==> config.mk <==
export PLATFORM = sky130hd
export DESIGN_NAME = mult_collect_unit_flat
export DESIGN_NICKNAME = d
export VERILOG_FILES = /design/src/rtl/mult_collect_unit_if.sv /design/src/rtl/mult_collect_unit.sv /design/src/flat_wrapper.sv
export SDC_FILE = /design/constraint.sdc
export NUM_CORES = 2
export LEC_CHECK = 0
export BUFFER_PORTS_ARGS = -buffer_cell sky130_fd_sc_hd__buf_2
export CORE_ASPECT_RATIO = 1.5
export CORE_MARGIN = 3
export CORE_UTILIZATION = 45
export CTS_CLUSTER_DIAMETER = 200
export CTS_CLUSTER_SIZE = 28
export DETAILED_ROUTE_END_ITERATION = 8
export PLACE_DENSITY = 0.59
export SETUP_SLACK_MARGIN = 0.02
export SYNTH_ARGS = -nofsm -noshare
export SYNTH_HDL_FRONTEND = slang
export SYNTH_SLANG_ARGS = --single-unit
==> constraint.sdc <==
create_clock -name clk -period 3.1 [get_ports clk]
set_clock_uncertainty 0.1 [all_clocks]
set_input_delay 0.465 -clock clk [delete_from_list [all_inputs] [get_ports clk]]
set_output_delay 0.465 -clock clk [all_outputs]
set_load 0.03 [all_outputs]
==> src/rtl/mult_collect_unit_if.sv <==
// Handshake bundle for the multiplier collect stage.
// Input side: in_valid/in_ready/in_re/in_im.
// Output side: out_valid/out_ready/out_re/out_im/out_idx, plus done/overflow.
interface mult_collect_unit_if #(
   parameter int DATA_W = 16,
   parameter int N_LOG2 = 6
);
   logic              in_valid;
   logic              in_ready;
   logic [DATA_W-1:0] in_re;
   logic [DATA_W-1:0] in_im;
   logic              out_valid;
   logic              out_ready;
   logic [DATA_W-1:0] out_re;
   logic [DATA_W-1:0] out_im;
   logic [N_LOG2-1:0] out_idx;
   logic              done;
   logic              overflow;

   modport master (
      output in_valid, in_re, in_im, out_ready,
      input  in_ready, out_valid, out_re, out_im,
      input  out_idx, done, overflow
   );

   modport slave (
      input  in_valid, in_re, in_im, out_ready,
      output in_ready, out_valid, out_re, out_im,
      output out_idx, done, overflow
   );
endinterface

==> src/rtl/mult_collect_unit.sv <==
// Collects one frame of 2^N_LOG2 complex multiplier results and replays it.
// Ports: clk, rst (async high), clr (sync abort), bus (slave modport).
// Build option MULT_COLLECT_BITREV_EN: store at bit-reversed write address.
module mult_collect_unit #(
   parameter int DATA_W = 16,
   parameter int N_LOG2 = 6
) (
   input  logic               clk,
   input  logic               rst,
   input  logic               clr,
   mult_collect_unit_if.slave bus
);
   localparam int DEPTH = 1 << N_LOG2;
   localparam logic [N_LOG2-1:0] LAST = '1;

   typedef enum logic {FILL, DRAIN} state_t;

   state_t            state_q, state_d;
   logic [N_LOG2-1:0] wr_cnt_q, wr_cnt_d;
   logic [N_LOG2-1:0] rd_cnt_q, rd_cnt_d;
   logic              done_q, done_d;
   logic              ovf_q, ovf_d;
   logic [N_LOG2-1:0] wr_addr;
   logic              wr_en;

   logic [2*DATA_W-1:0] mem_q [DEPTH];

`ifdef MULT_COLLECT_BITREV_EN
   // Input arrives in bit-reversed order; storing reversed yields natural.
   always_comb begin
      wr_addr = '0;
      for (int i = 0; i < N_LOG2; i++) begin
         wr_addr[i] = wr_cnt_q[N_LOG2-1-i];
      end
   end
`else
   assign wr_addr = wr_cnt_q;
`endif

   assign bus.in_ready  = (state_q == FILL);
   assign bus.out_valid = (state_q == DRAIN);
   assign bus.out_idx   = rd_cnt_q;
   assign bus.out_re    = mem_q[rd_cnt_q][2*DATA_W-1:DATA_W];
   assign bus.out_im    = mem_q[rd_cnt_q][DATA_W-1:0];
   assign bus.done      = done_q;
   assign bus.overflow  = ovf_q;

   assign wr_en = (state_q == FILL) && bus.in_valid && !clr;

   // Buffer contents survive reset; only the counters are cleared.
   always_ff @(posedge clk) begin
      if (wr_en) begin
         mem_q[wr_addr] <= {bus.in_re, bus.in_im};
      end
   end

   always_comb begin
      state_d  = state_q;
      wr_cnt_d = wr_cnt_q;
      rd_cnt_d = rd_cnt_q;
      done_d   = 1'b0;
      ovf_d    = ovf_q | (bus.in_valid & ~bus.in_ready);
      if (clr) begin
         state_d  = FILL;
         wr_cnt_d = '0;
         rd_cnt_d = '0;
         ovf_d    = ovf_q;
      end else begin
         unique case (state_q)
            FILL: begin
               if (bus.in_valid) begin
                  wr_cnt_d = wr_cnt_q + 1'b1;
                  if (wr_cnt_q == LAST) begin
                     state_d  = DRAIN;
                     rd_cnt_d = '0;
                  end
               end
            end
            DRAIN: begin
               if (bus.out_ready) begin
                  rd_cnt_d = rd_cnt_q + 1'b1;
                  if (rd_cnt_q == LAST) begin
                     state_d  = FILL;
                     rd_cnt_d = '0;
                     wr_cnt_d = '0;
                     done_d   = 1'b1;
                  end
               end
            end
            default: state_d = FILL;
         endcase
      end
   end

   always_ff @(posedge clk or posedge rst) begin
      if (rst) begin
         state_q  <= FILL;
         wr_cnt_q <= '0;
         rd_cnt_q <= '0;
         done_q   <= 1'b0;
         ovf_q    <= 1'b0;
      end else begin
         state_q  <= state_d;
         wr_cnt_q <= wr_cnt_d;
         rd_cnt_q <= rd_cnt_d;
         done_q   <= done_d;
         ovf_q    <= ovf_d;
      end
   end
endmodule

==> src/flat_wrapper.sv <==
// flat-port wrapper written by rule: the top's interface ports become plain ports
module mult_collect_unit_flat 
#(
   parameter int DATA_W = 16,
   parameter int N_LOG2 = 6
)
  (clk, rst, clr, bus_in_valid, bus_in_re, bus_in_im, bus_out_ready, bus_in_ready, bus_out_valid, bus_out_re, bus_out_im, bus_out_idx, bus_done, bus_overflow);
  mult_collect_unit_if #(.DATA_W(DATA_W), .N_LOG2(N_LOG2)) bus_i ();
  input  logic clk;
  input  logic rst;
  input  logic clr;
  input wire logic [$bits(bus_i.in_valid)-1:0] bus_in_valid;
  input wire logic [$bits(bus_i.in_re)-1:0] bus_in_re;
  input wire logic [$bits(bus_i.in_im)-1:0] bus_in_im;
  input wire logic [$bits(bus_i.out_ready)-1:0] bus_out_ready;
  output wire logic [$bits(bus_i.in_ready)-1:0] bus_in_ready;
  output wire logic [$bits(bus_i.out_valid)-1:0] bus_out_valid;
  output wire logic [$bits(bus_i.out_re)-1:0] bus_out_re;
  output wire logic [$bits(bus_i.out_im)-1:0] bus_out_im;
  output wire logic [$bits(bus_i.out_idx)-1:0] bus_out_idx;
  output wire logic [$bits(bus_i.done)-1:0] bus_done;
  output wire logic [$bits(bus_i.overflow)-1:0] bus_overflow;
  assign bus_i.in_valid = bus_in_valid;
  assign bus_i.in_re = bus_in_re;
  assign bus_i.in_im = bus_in_im;
  assign bus_i.out_ready = bus_out_ready;
  assign bus_in_ready = bus_i.in_ready;
  assign bus_out_valid = bus_i.out_valid;
  assign bus_out_re = bus_i.out_re;
  assign bus_out_im = bus_i.out_im;
  assign bus_out_idx = bus_i.out_idx;
  assign bus_done = bus_i.done;
  assign bus_overflow = bus_i.overflow;
  mult_collect_unit #(.DATA_W(DATA_W), .N_LOG2(N_LOG2)) u_core (.clk(clk), .rst(rst), .clr(clr), .bus(bus_i));
endmodule
# Yosys cells after proc, flatten, opt, wreduce, memory -nomap -nowiden
# Memories as Yosys holds them, arrays and structs flattened.
# Cells that the tools add are included.
[totals]
ff_bits = 15
latch_bits = 0
ram_bits = 2048
romBits = 0
inputBits = 37
output_inout_bits = 42
memories = 1
[op_classes]
n_addsub = 2
mul = 0
n_div = 0
n_lt_le_gt_ge = 0
eq_ne = 6
shifts = 0
muxes = 23
bitwise = 3
reduce_logical = 5
[memory_table]
columns = ["memory", "words", "width", "rd", "rd_clocked_by_memory_dff", "wr", "line", "text"]
rows = [
  ["u_core.mem_q", 64, 32, 1, 0, 1, "mult_collect_unit.sv:26", "logic [2*DATA_W-1:0] mem_q [DEPTH];"],
]
[op_table]
columns = ["cell", "n"]
rows = [
  ["$mux W6", 9],
  ["$pmux W6 S2", 2],
  ["$add A6 B1 Y6 const B", 2],
  ["$eq A6 B6 Y1 const B", 2],
  ["$mux W1", 11],
  ["$ne A3 B3 Y1 const B", 3],
  ["$reduce_and A3 Y1", 2],
  ["$ne A3 B2 Y1 const B", 1],
  ["$logic_and A1 B1 Y1", 2],
  ["$pmux W1 S2", 1],
  ["$and A1 B1 Y1", 1],
  ["$logic_not A1 Y1", 1],
  ["$not A1 Y1", 1],
  ["$or A1 B1 Y1", 1],
]

# Logic depth before layout (Yosys ltp)
[depth]
ltp_word = 5
mapped_depth = 10
ltp_nobuf = 6

# Worst setup path after synthesis
# Ideal clock, no wire load.
[synth_timing]
path_type = "register -> register"
startpoint = "register u_core.state_q, in the netlist u_core.bus.out_valid"
endpoint = "memory u_core.mem_q[23][0] (netlist name), enable pin"
t_arrival_ns = 3.020
required_ns = 2.579
setup_slack_ns = -0.441
path_stages_with_launch = 6
period_less_slack_ns = 3.541
path_cell_list = "dfrtp_1 > inv_1 > nand2_1 > nor3b_1 > nand3_1 > nor2_1"
[synth_between]
elab_chain_cells = 5
[synth_lines]
columns = ["item", "line", "text"]
rows = [
  ["start, declared", "mult_collect_unit.sv:18", "state_t state_q, state_d;"],
  ["start signal, assigned", "mult_collect_unit.sv:103", "state_q <= state_d;"],
  ["$not A1 Y1", "n/a", ""],
  ["via bus_in_ready", "flat_wrapper.sv:16", "output wire logic [$bits(bus_i.in_ready)-1:0] bus_in_ready;"],
  ["$logic_and A1 B1 Y1 (2 in series)", "mult_collect_unit.sv:48", "assign wr_en = (state_q == FILL) && bus.in_valid && !clr;"],
  ["$mux W1", "mult_collect_unit.sv:52", "if (wr_en) begin"],
  ["$mux W1 (implied by the code)", "mult_collect_unit.sv:53", "mem_q[wr_addr] <= {bus.in_re, bus.in_im};"],
  ["end, declared", "mult_collect_unit.sv:26", ""],
]
# The timed path passes the listed nets, and every way through them passes these cells.

# Worst setup path in the final report
[layout_timing]
startpoint = "register u_core.rd_cnt_q[0], in the netlist u_core.bus.out_idx[0]"
endpoint = "output bus_out_re[12]"
[layout_between]
elab_chain_cells = 1
[layout_lines]
columns = ["item", "line", "text"]
rows = [
  ["start, declared", "mult_collect_unit.sv:20", "logic [N_LOG2-1:0] rd_cnt_q, rd_cnt_d;"],
  ["start signal, assigned", "mult_collect_unit.sv:105", "rd_cnt_q <= rd_cnt_d;"],
  ["$mem_v2 Z64 W32", "n/a", ""],
  ["end, declared", "flat_wrapper.sv:18", "output wire logic [$bits(bus_i.out_re)-1:0] bus_out_re;"],
]
# Every way passes these cells.

==> impl_results.md <==
- Status: finished with violations
- Leakage: 27.20 nW
- # setup viols final: 32
- Layout Cells excl Fill: roughly 6500
- Clk_lat worst skew: 720 ps
- TNS Setup: -23080 ps
- Port Buf Inserts: approximately 80
- Final slew viol count: 0
- Most frequent cell on the critical path: buf_4
- Max VDD drop: around 0.35 mV
- Grt ovf: 0
- Combinational cell fraction of total power: 2.0%
- Crit-path slowest cell: mux4_2
- Fin nets: approximately 4300
- Detail Route Antenna Nets: 0
- Cell count after synthesis: 3751
- CP Launch Type: register
- Primary FF master, synth: edfxtp_1
- Via count of the routed design: 39930
- Worst Path Buf+Inv: 6
- FF+latch count, synth: 2063
- CTS tree: built
- Final Util: 52.55%
- HPWL Detailed: roughly 130000 um
- Clk pin slew, worst setup/hold paths: between 100 and 150 ps
- Bufs on Longest Clock Path: 3
- DR iter-0 viols: 4060
- FP Rows: 187
- Area grow syn2layout: 15.60%
- WL/cell: 33.56 um
- Layout cells sized above 1: 30.66%
- Ys async rst share: 0.7271%
- Reg-to-reg setup timing slack: 260 ps
- Type of the most critical hold path: primary input to register
- Max_cap viols: 0
- Critical-path maximum fanout: 12
- Hold_ws: between 60 and 70 ps
- Critical Path End Type: output port
- Relative slew slack: 18.85%
- Number of flops mapped to enable cells by yosys: 2048
- Part of the power in registers: approximately two thirds
- Place WS: -807.5 ps
- Vias per std cell: around 6
- Initial antenna violation count: 16
- Seq/Total Area, Yosys: between 70 and 80%
- Placed Instances: 6326
- Final hold violation count: 0
- Top cells by count, synth: edfxtp_1, mux4_2, mux2i_1
- Vias in the first global route: 40410
- Worst slew pin tran: about 1200 ps
- Max incr delay on CP: roughly 510 ps
- Post-route setup slack: -794.1 ps
- Starting Density: roughly 45%
- DR DRC count: 0
- CP top delay family: buffers and inverters
- Largest net degree at the start of global routing: between 80 and 90
- Mean Syn Cell Area: 21.07 sq um
- Synth cell types: 50
- Fmax achieved: 256.8 MHz
- Most common cell in the netlist: edfxtp_1
- Mapped cell area: 79020 sq um
- RSZ-0062 raised after global routing: yes
- # fillers: 13410
- Sw Share: between 10% and 20%
- CP cell instances: buf_6, buf_16, buf_8, mux4_2, o22ai_1, buf_4, nor4_1, buf_4, o22a_1, buf_4
- Die area: 180800 sq um
- First-pass GRT wire length: just over 300000 um
- Die height: 519.2 um
- Yosys warning count: 0
- Clock Power Share: 29.4%
- Crit path arrival time: 3330 ps
- Area leader, netlist: edfxtp_1
- Net Count, Synth: 3790
- Failing checks: negative setup slack
- Drt first pass iters: 5
- Routed WL: approximately 220000 um
- Required @ worst endpoint: 2530 ps
- NetSw: 8.648 mW
- GRT Util Overall: a little under a quarter
- CTS Root Cell: clkbuf_16
- WS Path Type: register to output port
- Share of the synthesized area in the top cell type: around 78%
- Period utilization: 125.6%
- Core area: 173800 sq um
- IO Pins: 79
- Synth top area cells: edfxtp_1, mux4_2, mux2i_1, o22ai_1, nand2_1
- Clock Sinks: 2063
- Gpl congestion: 0.8464
- Pwr Density: approximately 490 nW/um^2
- Internal: 36.03 mW
- Min Tclk post-route: 3894 ps
- CTS buffer count: 83
- H-tree depth: 3
- Die W: 348.2 um
## power by group through the flow
stage                     combinational, mW  clock [mW]  sequential (mW)
final                                 0.874        13.1             30.7
after detailed placement              0.815           0             31.3
after CTS                             0.860        13.5             30.7
after global placement                0.787           0             31.3
after floorplan                       0.136           0             31.3
after global routing                  0.926        14.3             30.7
## cell usage in the layout (no fill, tap or decap), types with 20 or more instances in the layout
cell type  count
edfxtp_1    2048
mux4_2       374
buf_4        352
mux2i_1      270
nand2_1      164
buf_12       115
clkbuf_16     95
o22ai_1       83
nor2_4        66
a21oi_1       58
buf_2         47
buf_6         46
nand3_1       41
a22oi_1       37
nand4_1       31
a221oi_2      30
o21bai_1      27
o22ai_2       26
clkbuf_1      23
a31oi_1       20
## per-layer routing
layer	wire length [um]	track usage, %
met5	55	0
met4	8729	8.237
met3	11770	2.621
met2	117100	43.20
met1	81490	29.84
## through the flow
stage | area, sq um | power [mW]
after detailed placement | 86250 | 32.12
after floorplan | 79040 | 31.45
after CTS | 90210 | 45.00
after global routing | 91340 | 45.93
final | 91350 | 44.68
after global placement | 86250 | 32.09
## repair_timing
action | in CTS | in global routing
setup buffers | 19 | 49
hold endpoints to repair | 29 | 0
endpoints found under the setup margin | 33 | 32
gates cloned | 9 | 8
hold buffers | 6 | 0
gates resized for setup | 249 | 107
pin swaps | 21 | 59
## logic make-up after synthesis
kind of cell,Yosys count,share of synthesized area (%)
compound gates,418,3.659
flops,2063,78.30
fa+ha+maj,2,0.03166
simple gates,397,2.294
buf+inv,217,1.517
xor+xnor,4,0.04434
mux,650,14.15
## final timing paths
check                                      start               endpoint  cells past startpoint
setup / recovery           u_core.bus.out_idx[0]         bus_out_re[12]                     10
hold / removal                     bus_in_im[10]   u_core.mem_q[13][10]                      1
setup reg to reg            u_core.bus.out_valid   u_core.mem_q[39][14]                      7
hold reg to reg              u_core.bus.overflow    u_core.bus.overflow                      1
max in group asynchronous                    rst  u_core.bus.out_idx[3]                      3
min in group asynchronous                    rst    u_core.bus.overflow                      3
## layout make-up
class	count	area, sq um	share of cell area, %
antenna	5	12.51	0.01370
clock buffer	110	2263	2.478
timing repair buffer	606	6711	7.347
inverter	4	15.01	0.01644
multi-input combinational	1471	17600	19.26
sequential	2063	61890	67.75
clock inverter	2	20.02	0.02192
tap	2268	2838	3.106
## flip-flops by register name, summed over array words and instances (netlist names)
name                  flops
u_core.bus.done           1
u_core.bus.out_idx        6
u_core.bus.out_valid      1
u_core.bus.overflow       1
u_core.mem_q           2048
u_core.wr_addr            6
(Power assumes the default switching activity.)
